==> config.mk <==
export PLATFORM = sky130hd
export DESIGN_NAME = qif_neuron_array_flat
export DESIGN_NICKNAME = d
export VERILOG_FILES = /design/src/rtl/qif_pkg.sv /design/src/rtl/qif_neuron_array_if.sv /design/src/rtl/qif_update.sv /design/src/rtl/qif_neuron_array.sv /design/src/flat_wrapper.sv
export SDC_FILE = /design/constraint.sdc
export NUM_CORES = 1
export LEC_CHECK = 0
export BUFFER_PORTS_ARGS = -buffer_cell sky130_fd_sc_hd__buf_2
export CAP_MARGIN = 10
export CORE_MARGIN = 2
export CORE_UTILIZATION = 33
export CTS_CLUSTER_DIAMETER = 40
export DETAILED_ROUTE_END_ITERATION = 10
export PLACE_DENSITY = 0.58
export SLEW_MARGIN = 25
export SYNTH_ARGS = -nofsm -noshare
export SYNTH_HDL_FRONTEND = slang
export SYNTH_SLANG_ARGS = --single-unit
==> constraint.sdc <==
create_clock -name clk -period 12.5 [get_ports clk]
set_input_delay 2.5 -clock clk [delete_from_list [all_inputs] [get_ports clk]]
set_output_delay 2.5 -clock clk [all_outputs]
set_load 0.02 [all_outputs]
==> src/rtl/qif_pkg.sv <==
// Shared types and helpers for the time-multiplexed QIF neuron array.
// Holds the default widths, the sweep FSM state type and the saturation helper.
package qif_pkg;

    localparam int W_DEF  = 8;
    localparam int WF_DEF = 2 * W_DEF + 1;

    typedef enum logic {
        ST_IDLE   = 1'b0,
        ST_UPDATE = 1'b1
    } state_t;

    // Clamp a wide signed value into the range of a w-bit two's complement number.
    function automatic logic signed [63:0] sat_wide(input logic signed [63:0] x, input int w);
        logic signed [63:0] hi;
        logic signed [63:0] lo;
        hi = (64'sd1 <<< (w - 1)) - 64'sd1;
        lo = -(64'sd1 <<< (w - 1));
        if (x > hi) begin
            return hi;
        end else if (x < lo) begin
            return lo;
        end
        return x;
    endfunction

endpackage

==> src/rtl/qif_neuron_array_if.sv <==
// Control and event bus of the QIF neuron array; the array is the slave side.
// spike_valid and sweep_done are single-cycle pulses with no backpressure: the
// consumer must sample spike_id in the same cycle spike_valid is high.
interface qif_neuron_array_if #(
    parameter int N_CH = 4,
    parameter int W    = qif_pkg::W_DEF
);
    localparam int CW = $clog2(N_CH);

    logic                  ena;
    logic [N_CH*W-1:0]     i_syn;
    logic [CW-1:0]         sel;
    logic signed [W-1:0]   v_sel;
    logic                  spike_valid;
    logic [CW-1:0]         spike_id;
    logic                  sweep_done;
    logic                  overrun;
    qif_pkg::state_t       dbg_state;
    logic [CW-1:0]         dbg_idx;

    modport master (
        output ena, i_syn, sel,
        input  v_sel, spike_valid, spike_id, sweep_done, overrun, dbg_state, dbg_idx
    );

    modport slave (
        input  ena, i_syn, sel,
        output v_sel, spike_valid, spike_id, sweep_done, overrun, dbg_state, dbg_idx
    );

endinterface

==> src/rtl/qif_update.sv <==
// Combinational QIF step for one channel: quadratic integrate, saturate,
// threshold, reset and refractory countdown.
module qif_update
    import qif_pkg::*;
#(
    parameter int W        = W_DEF,
    parameter int SQ_SHIFT = 5,
    parameter int V_TH     = 64,
    parameter int V_RESET  = -16,
    parameter int REFRAC   = 2,
    parameter int RW       = 2
) (
    input  logic signed [W-1:0] v,
    input  logic signed [W-1:0] i_cur,
    input  logic [RW-1:0]       refr,
    output logic signed [W-1:0] vn,
    output logic [RW-1:0]       refr_n,
    output logic                spike
);

    localparam int WF = 2 * W + 1;
    localparam logic signed [W-1:0] TH       = W'(V_TH);
    localparam logic signed [W-1:0] RST_V    = W'(V_RESET);
    localparam logic [RW-1:0]       REFRAC_R = RW'(REFRAC);

    logic signed [WF-1:0] v_x;
    logic signed [WF-1:0] i_x;
    logic signed [WF-1:0] sq;
    logic signed [WF-1:0] sum;
    logic signed [W-1:0]  v_sat;

    always_comb begin
        v_x    = WF'(v);
        i_x    = WF'(i_cur);
        sq     = (v_x * v_x) >>> SQ_SHIFT;
        sum    = v_x + sq + i_x;
        // Saturate first so a wrapped sum can never sneak under the threshold.
        v_sat  = W'(sat_wide(64'(sum), W));
        vn     = v_sat;
        refr_n = '0;
        spike  = 1'b0;
        if (refr != '0) begin
            vn     = RST_V;
            refr_n = refr - RW'(1);
        end else if (v_sat >= TH) begin
            vn     = RST_V;
            refr_n = REFRAC_R;
            spike  = 1'b1;
        end
    end

endmodule

==> src/rtl/qif_neuron_array.sv <==
// N_CH QIF neurons sharing one update datapath; a prescaled tick launches a
// sweep that visits one channel per cycle and emits registered spike events.
module qif_neuron_array
    import qif_pkg::*;
#(
    parameter int N_CH     = 4,
    parameter int W        = W_DEF,
    parameter int SQ_SHIFT = 5,
    parameter int V_TH     = 64,
    parameter int V_RESET  = -16,
    parameter int REFRAC   = 2,
    parameter int TICK_DIV = 10_000_000
) (
    input logic               clk,
    input logic               rst_n,
    qif_neuron_array_if.slave bus
);

    localparam int CW = $clog2(N_CH);
    localparam int RW = (REFRAC > 0) ? $clog2(REFRAC + 1) : 1;
    localparam int PW = (TICK_DIV > 1) ? $clog2(TICK_DIV) : 1;
    localparam logic [PW-1:0] PRE_LAST = PW'(TICK_DIV - 1);
    localparam logic [CW-1:0] IDX_LAST = CW'(N_CH - 1);

    state_t              state;
    logic [CW-1:0]       idx;
    logic [PW-1:0]       presc;
    logic                tick;

    logic signed [W-1:0] v_mem    [N_CH];
    logic [RW-1:0]       refr_mem [N_CH];

    logic signed [W-1:0] v_cur;
    logic signed [W-1:0] i_cur;
    logic signed [W-1:0] v_rd;
    logic signed [W-1:0] vn;
    logic [RW-1:0]       refr_cur;
    logic [RW-1:0]       refr_n;
    logic                spike;

    assign tick          = bus.ena && (presc == PRE_LAST);
    assign bus.dbg_state = state;
    assign bus.dbg_idx   = idx;

    // Channel muxes; an out-of-range sel falls back to channel 0.
    always_comb begin
        v_cur    = v_mem[0];
        refr_cur = refr_mem[0];
        i_cur    = bus.i_syn[W-1:0];
        v_rd     = v_mem[0];
        for (int k = 0; k < N_CH; k++) begin
            if (idx == CW'(k)) begin
                v_cur    = v_mem[k];
                refr_cur = refr_mem[k];
                i_cur    = bus.i_syn[k*W +: W];
            end
            if (bus.sel == CW'(k)) begin
                v_rd = v_mem[k];
            end
        end
    end

    qif_update #(
        .W        (W),
        .SQ_SHIFT (SQ_SHIFT),
        .V_TH     (V_TH),
        .V_RESET  (V_RESET),
        .REFRAC   (REFRAC),
        .RW       (RW)
    ) u_update (
        .v      (v_cur),
        .i_cur  (i_cur),
        .refr   (refr_cur),
        .vn     (vn),
        .refr_n (refr_n),
        .spike  (spike)
    );

    always_ff @(posedge clk or negedge rst_n) begin
        if (!rst_n) begin
            state           <= ST_IDLE;
            idx             <= '0;
            presc           <= '0;
            bus.v_sel       <= '0;
            bus.spike_valid <= 1'b0;
            bus.spike_id    <= '0;
            bus.sweep_done  <= 1'b0;
            bus.overrun     <= 1'b0;
            for (int k = 0; k < N_CH; k++) begin
                v_mem[k]    <= '0;
                refr_mem[k] <= '0;
            end
        end else begin
            bus.spike_valid <= 1'b0;
            bus.sweep_done  <= 1'b0;
            if (bus.ena) begin
                presc     <= tick ? '0 : presc + PW'(1);
                bus.v_sel <= v_rd;
                case (state)
                    ST_IDLE: begin
                        if (tick) begin
                            state <= ST_UPDATE;
                            idx   <= '0;
                        end
                    end
                    ST_UPDATE: begin
                        for (int k = 0; k < N_CH; k++) begin
                            if (idx == CW'(k)) begin
                                v_mem[k]    <= vn;
                                refr_mem[k] <= refr_n;
                            end
                        end
                        bus.spike_valid <= spike;
                        bus.spike_id    <= idx;
                        // A tick landing mid-sweep is dropped but remembered.
                        if (tick) begin
                            bus.overrun <= 1'b1;
                        end
                        if (idx == IDX_LAST) begin
                            state          <= ST_IDLE;
                            idx            <= '0;
                            bus.sweep_done <= 1'b1;
                        end else begin
                            idx <= idx + CW'(1);
                        end
                    end
                    default: state <= ST_IDLE;
                endcase
            end
        end
    end

endmodule
==> src/flat_wrapper.sv <==
// flat-port wrapper written by rule: the top's interface ports become plain ports
module qif_neuron_array_flat import qif_pkg::*;
#(
    parameter int N_CH     = 4,
    parameter int W        = W_DEF,
    parameter int SQ_SHIFT = 5,
    parameter int V_TH     = 64,
    parameter int V_RESET  = -16,
    parameter int REFRAC   = 2,
    parameter int TICK_DIV = 10_000_000
)
  (clk, rst_n, bus_ena, bus_i_syn, bus_sel, bus_v_sel, bus_spike_valid, bus_spike_id, bus_sweep_done, bus_overrun, bus_dbg_state, bus_dbg_idx);
  qif_neuron_array_if #(.N_CH(N_CH), .W(W)) bus_i ();
  input logic clk;
  input logic rst_n;
  input wire logic [$bits(bus_i.ena)-1:0] bus_ena;
  input wire logic [$bits(bus_i.i_syn)-1:0] bus_i_syn;
  input wire logic [$bits(bus_i.sel)-1:0] bus_sel;
  output wire logic [$bits(bus_i.v_sel)-1:0] bus_v_sel;
  output wire logic [$bits(bus_i.spike_valid)-1:0] bus_spike_valid;
  output wire logic [$bits(bus_i.spike_id)-1:0] bus_spike_id;
  output wire logic [$bits(bus_i.sweep_done)-1:0] bus_sweep_done;
  output wire logic [$bits(bus_i.overrun)-1:0] bus_overrun;
  output wire logic [$bits(bus_i.dbg_state)-1:0] bus_dbg_state;
  output wire logic [$bits(bus_i.dbg_idx)-1:0] bus_dbg_idx;
  assign bus_i.ena = bus_ena;
  assign bus_i.i_syn = bus_i_syn;
  assign bus_i.sel = bus_sel;
  assign bus_v_sel = bus_i.v_sel;
  assign bus_spike_valid = bus_i.spike_valid;
  assign bus_spike_id = bus_i.spike_id;
  assign bus_sweep_done = bus_i.sweep_done;
  assign bus_overrun = bus_i.overrun;
  assign bus_dbg_state = bus_i.dbg_state;
  assign bus_dbg_idx = bus_i.dbg_idx;
  qif_neuron_array #(.N_CH(N_CH), .W(W), .SQ_SHIFT(SQ_SHIFT), .V_TH(V_TH), .V_RESET(V_RESET), .REFRAC(REFRAC), .TICK_DIV(TICK_DIV)) u_core (.clk(clk), .rst_n(rst_n), .bus(bus_i));
endmodule
==> impl_metrics.csv, run 1 <==
group,metric,value,unit
status,status,"complete, no violations",
sta,fin_crit_sh,72.1,%
global_route,grt_use_total,15.1,%
placement,dpl-instance-area,7450,µm²
floorplan,initial_core_util,33.9,%
cts,ctsLongestPathBuffers,2,
worst_hold_path,hold_path.class,"reg2reg",
drt,viasPerCell,4.91,
yosys,yosysUniqueCellTypes,54,
placement,gp_congestion,0.807,
setup_path,critPathRequiredTime,12.74,ns
global_route,grt_pass1_vias,5236,
drt,wirelength,16000,µm
setup_path,crit_slowest_cell,"a21oi_1",
drt,first_iter_violations,212,
sta,finalSetupViolations,0,
cts,cts_tree,"done",
yosys,syn_nets,889,
power_and_ir_drop,leakage,3.79,nW
floorplan,coreArea,20400,µm²
floorplan,die_w,149,µm
placement,dp_hpwl,12400,µm
cts,cts-buffers-inserted,9,
setup_path,path_max_fanout,24,
run,drv_cap,0,
sta,hold_violations,0,
power_and_ir_drop,power.density,72.3,nW/µm²
placement,portBuffers,52,
yosys,yosys_warnings,0,
sta,finalSetupTns,0,ns
cts,cts_sinks,80,
cts,clk_pin_slew,0.06,ns
global_route,grt_max_degree,81,
cts,ctsResizeCount,0,
cts,htree_levels,3,
cts,root_buffer,"clkbuf_16",
yosys,synth_edf_count,0,
yosys,syn_area,6900,µm²
sta,fmax,111,MHz
setup_path,worst-path-buf-inv,4,
floorplan,rows,52,
yosys,synth_seq_cells,80,
sta,fin_worst_skew,0.00340,ns
cts,ctsHoldBuffers,0,
yosys,postSynthAreaPerCell,9.14,µm²
layout,syn_to_final_growth,11.9,%
drt,via_count,5288,
layout,nNetsFinal,934,
yosys,synth_flop_cell,"dfrtp_1",
floorplan,ioPinCount,53,
global_route,grt_pass1_wl,26700,µm
global_route,antenna_found_initial,1,
floorplan,die-area,22100,µm²
setup_path,critPathMaxStageDelay,0.76,ns
yosys,syn_inst,755,
setup_path,cp_data_arrival_time,9.26,ns
global_route,grt_remaining_overflow,0,
power_and_ir_drop,max-vdd-ir-drop,0.0000589,V
drt,drt-pass1-iter-count,5,
cts,post-cts-setup-buffer-count,0,
sta,slew_violations,0,
setup_path,cpLargestDelayFamily,"adder cells",
layout,final_common_cell,"nand2_1",
drt,wl_per_cell,14.8,µm
layout,design_area,7720,µm²
sta,tightest_slew,0.955,ns
sta,finalCriticalPeriod,9.02,ns
floorplan,die_h,149,µm
drt,remaining_drc_errors,0,
setup_path,endpoint_kind,"register",
drt,drtAntennaViolNets,0,
setup_path,critPathKind,"reg2reg",
yosys,yosysSeqAreaShare,29.0,%
layout,final_cell_mix,"87 x nand2_1, 80 x inv_1, 80 x dfrtp_1",
cts,clock_latency,0.33,ns
sta,rsz0062_at_grt,"false",
sta,relSlewSlack,36.3,%
layout,drive_above_1_share,12.2,%
yosys,synthArstFlopShare,100,%
setup_path,cp-start-kind,"register",
==> worst reg2reg max path, delay by kind of cell, from the launching register on <==
kind | cells | cell delay [ns]
compound gates | 11 | 2.97
flops | 1 | 0.41
mux | 2 | 0.61
fa+ha+maj | 8 | 3.12
simple gates | 7 | 1.05
buf+inv | 4 | 0.59
xor+xnor | 1 | 0.19
==> cell usage after synthesis, types with 3 or more instances <==
library cell  number  share of area, %
nand2_1           87               4.7
dfrtp_1           80                29
inv_1             80               4.4
nor2_1            68               3.7
fa_1              52                15
a21oi_1           47               3.4
ha_1              45               8.2
o21ai_0           43               3.1
xnor2_1           30               3.8
o21ai_1           23               1.7
clkbuf_1          21               1.1
mux2i_1           16               2.3
xor2_1            16               2.0
a21o_1            12               1.3
nand3_1           11              0.80
nor2b_1           11               1.0
and3_1             9              0.82
nor3_1             9              0.65
mux2_2             8               1.3
mux4_2             8               2.6
nand4_1            8              0.73
o31ai_1            7              0.76
a211oi_1           6              0.65
or2_2              6              0.54
nand3_2            4              0.58
o21a_1             4              0.44
o31a_1             4              0.51
nand2b_1           3              0.27
nor4_1             3              0.27
o21bai_1           3              0.33
or3_1              3              0.27
==> worst paths after layout <==
check | startpoint | end | slack (ns) | depth (start not counted)
min | u_core.refr_mem[5]$_DFFE_PN0P_ | u_core.refr_mem[5]$_DFFE_PN0P_ | 0.48 | 2
max reg2reg | u_core.bus.dbg_idx[1]$_DFFE_PN0P_ | u_core.v_mem[24]$_DFFE_PN0P_ | 3.48 | 33
max in group asynchronous | rst_n | u_core.v_mem[31]$_DFFE_PN0P_ | 9.79 | 1
max | u_core.bus.dbg_idx[1]$_DFFE_PN0P_ | u_core.v_mem[24]$_DFFE_PN0P_ | 3.48 | 33
min in group asynchronous | rst_n | u_core.presc[14]$_DFFE_PN0P_ | 2.20 | 1
min reg2reg | u_core.refr_mem[5]$_DFFE_PN0P_ | u_core.refr_mem[5]$_DFFE_PN0P_ | 0.48 | 2
==> power breakdown <==
part           internal, mW  switching [mW]  leakage, nW
sequential            0.267         0.00946         1.10
clock                 0.140          0.0951        0.125
combinational        0.0196          0.0269         2.57
==> metrics by stage <==
step                      setup WS (ns)  hold WS (ns)  cells  utilization (%)  power (mW)
final                              3.48         0.480   1076             37.9       0.558
after global routing               2.67         0.514   1076             37.9       0.585
after CTS                          3.42         0.484   1075             37.9       0.566
after detailed placement           3.46         0.471   1059             36.6       0.328
after global placement             3.69         0.455   1059             36.6       0.327
after floorplan                    4.45         0.442    755                -       0.308
==> routing by layer <==
metal / up-vias / wire length (µm) / GRT usage (%)
met1: 2544 / 7660 / 21.0
met4: 0 / 219 / 4.52
met3: 16 / 401 / 1.99
met5: - / 0 / 0
li1: 2647 / - / -
met2: 81 / 7680 / 24.7
==> registers in the layout, summed over array words and instances (netlist names), 2 cells and up <==
signal               flops
u_core.v_mem            32
u_core.presc            24
u_core.bus.v_sel         8
u_core.refr_mem          8
u_core.bus.dbg_idx       2
u_core.bus.spike_id      2
==> layout make-up <==
type                       instances  area [µm²]
fill                            2044       12600
timing repair buffer              58         312
tap                              270         338
inverter                          81         304
sequential                        80        2000
multi-input combinational        570        4500
antenna                            1        2.50
clock buffer                      16         262
==> kinds of logic after synthesis <==
kind of cell,Yosys count,synth area share [%]
xor+xnor,46,5.84
mux,35,6.93
fa+ha+maj,97,23.3
simple gates,228,15.1
buf+inv,105,5.73
flops,80,29.0
compound gates,164,14.2
Note: power is estimated with default switching activity, not from simulation.
==> inputs of run 2 (changes only) <==
- PLACE_DENSITY: 0.58 -> 0.6
- clock period: 12.5 -> 7.4 ns (I/O delays scaled with it)
==> impl_metrics.csv, run 2 (same netlist as run 1, synthesis figures left out) <==
group,metric,value,unit
cts,ctsLongestPathBuffers,2,
setup_path,cp-startpoint,"u_core.bus.dbg_idx[1]$_DFFE_PN0P_",
sta,fin_crit_sh,106,%
status,status,"finished with violations",
floorplan,initial_core_util,33.9,%
sta,finalSetupViolations,37,
setup_path,cpMostUsedCell,"fa_1",
drt,wirelength,17800,µm
placement,gp_congestion,0.868,
setup_path,endpoint,"u_core.v_mem[8]$_DFFE_PN0P_",
global_route,grt_pass1_wl,29200,µm
drt,via_count,5945,
drt,first_iter_violations,186,
sta,rsz0062_at_grt,"true",
layout,diodes,0,
layout,largest_reg_flops,32,
drt,drtAntennaViolNets,0,
drt,drt-pass1-iter-count,4,
layout,fill_cells,1910,
layout,final_cell_mix,"128 x buf_4, 85 x nand2_1, 78 x dfrtp_1",
sta,fmax,128,MHz
setup_path,crit_cells,36,
setup_path,reg2reg_depth,36,
setup_path,critPathMaxStageDelay,0.59,ns
sta,fin_ws,-0.437,ns
cts,cts_tree,"done",
cts,cts_sinks,80,
setup_path,crit_slowest_cell,"fa_1",
floorplan,die-area,22100,µm²
sta,tightest_slew,0.837,ns
worst_hold_path,hold_path.class,"reg2reg",
global_route,grt_pass1_vias,5962,
layout,nNetsFinal,1071,
layout,top_regs,"u_core.v_mem (32), u_core.presc (24)",
floorplan,rows,52,
power_and_ir_drop,max-vdd-ir-drop,0.000111,V
status,violations,"setup timing",
global_route,antenna_found_initial,0,
setup_path,r2r-start,"u_core.bus.dbg_idx[1]$_DFFE_PN0P_",
floorplan,die_w,149,µm
global_route,grt_max_degree,81,
power_and_ir_drop,leakage,4.59,nW
sta,fin_worst_skew,0.00631,ns
setup_path,path_max_fanout,5,
floorplan,ioPinCount,53,
cts,htree_levels,3,
placement,dp_cells,1163,
cts,cts-buffers-inserted,9,
placement,dp_hpwl,13400,µm
layout,stdcell_count,1212,
run,drv_cap,0,
layout,regMostFlops,"u_core.v_mem",
sta,hold_violations,0,
setup_path,r2r_setup_slack,-0.44,ns
sta,slew_violations,0,
layout,drive_above_1_share,36.8,%
global_route,grt_use_total,16.3,%
drt,wl_per_cell,14.7,µm
cts,clock_latency,0.34,ns
setup_path,cp_data_arrival_time,8.09,ns
sta,finalCriticalPeriod,7.84,ns
setup_path,cp-start-kind,"register",
cts,ctsHoldBuffers,0,
layout,final_common_cell,"buf_4",
sta,relSlewSlack,44.0,%
layout,syn_to_final_growth,38.8,%
sta,finalSetupTns,-13.32,ns
setup_path,cpLargestDelayFamily,"adder cells",
floorplan,die_h,149,µm
setup_path,endpoint_kind,"register",
power_and_ir_drop,power.density,111,nW/µm²
setup_path,critPathKind,"reg2reg",
floorplan,coreArea,20400,µm²
global_route,grt_remaining_overflow,0,
cts,clk_pin_slew,0.06,ns
drt,remaining_drc_errors,0,
layout,final_util,47.0,%
cts,root_buffer,"clkbuf_16",
setup_path,worst-path-buf-inv,9,
drt,viasPerCell,4.91,
placement,portBuffers,52,
setup_path,critPathRequiredTime,7.65,ns
setup_path,r2r-end,"u_core.v_mem[8]$_DFFE_PN0P_",
==> run 2: power breakdown <==
| group | internal, mW | total, mW | switching [mW] |
|---|---|---|---|
| registers | 0.450 | 0.466 | 0.0155 |
| logic | 0.0472 | 0.103 | 0.0556 |
| clock network | 0.314 | 0.490 | 0.176 |
==> run 2: how the worst min path moves through the flow <==
stage	from	end	cells past startpoint
2_1_floorplan	u_core.refr_mem[6]$_DFFE_PN0P_	u_core.refr_mem[6]$_DFFE_PN0P_	2
3_3_place_gp	u_core.bus.overrun$_DFFE_PN0P_	u_core.bus.overrun$_DFFE_PN0P_	1
3_5_place_dp	u_core.refr_mem[6]$_DFFE_PN0P_	u_core.refr_mem[6]$_DFFE_PN0P_	2
4_1_cts	u_core.refr_mem[6]$_DFFE_PN0P_	u_core.refr_mem[6]$_DFFE_PN0P_	2
5_1_grt	u_core.bus.overrun$_DFFE_PN0P_	u_core.bus.overrun$_DFFE_PN0P_	1
6_report	u_core.bus.overrun$_DFFE_PN0P_	u_core.bus.overrun$_DFFE_PN0P_	1
==> run 2: through the flow <==
| stage | hold WS [ns] | worst slack (ns) | cell area [µm²] | total power, mW |
|---|---|---|---|---|
| after floorplan | 0.442 | 0.00951 | 7070 | 0.522 |
| after global placement | 0.459 | -0.589 | 8410 | 0.562 |
| after detailed placement | 0.469 | -0.671 | 8410 | 0.563 |
| after CTS | 0.485 | -0.295 | 9100 | 1.06 |
| after global routing | 0.506 | -0.717 | 9580 | 1.10 |
| final | 0.483 | -0.437 | 9580 | 1.06 |
==> run 2: metal layers <==
metal	part of all wire (%)	global-route usage [%]
met1	45	21.8
met2	51	28.6
met3	2.5	1.41
met4	1.6	4.29
met5	0	0
==> run 2: worst reg2reg max path: cells and delay by family (launching register included) <==
family,cells,cell delay (ns)
AO/OA/AOI/OAI,11,2.53
AND/OR/NAND/NOR,5,0.44
multiplexers,1,0.20
buffers and inverters,9,0.94
XOR/XNOR,2,0.31
adder cells (fa/ha/maj),8,2.88
flip-flops,1,0.44
==> run 2: cell type report <==
type,instances,area [µm²],area share (%)
timing repair buffer,195,1440,15.0
inverter,81,312,3.25
multi-input combinational,570,5150,53.8
tap,270,338,3.53
clock buffer,12,256,2.68
clock inverter,4,76.3,0.797
sequential,80,2000,20.9
==> run 2: timing repair <==
item                                    CTS  global route
resized for setup                        47            83
setup buffers                            19            14
endpoints found under the hold margin     0             0
endpoints found under the setup margin   37            37
pin swaps                                43            60
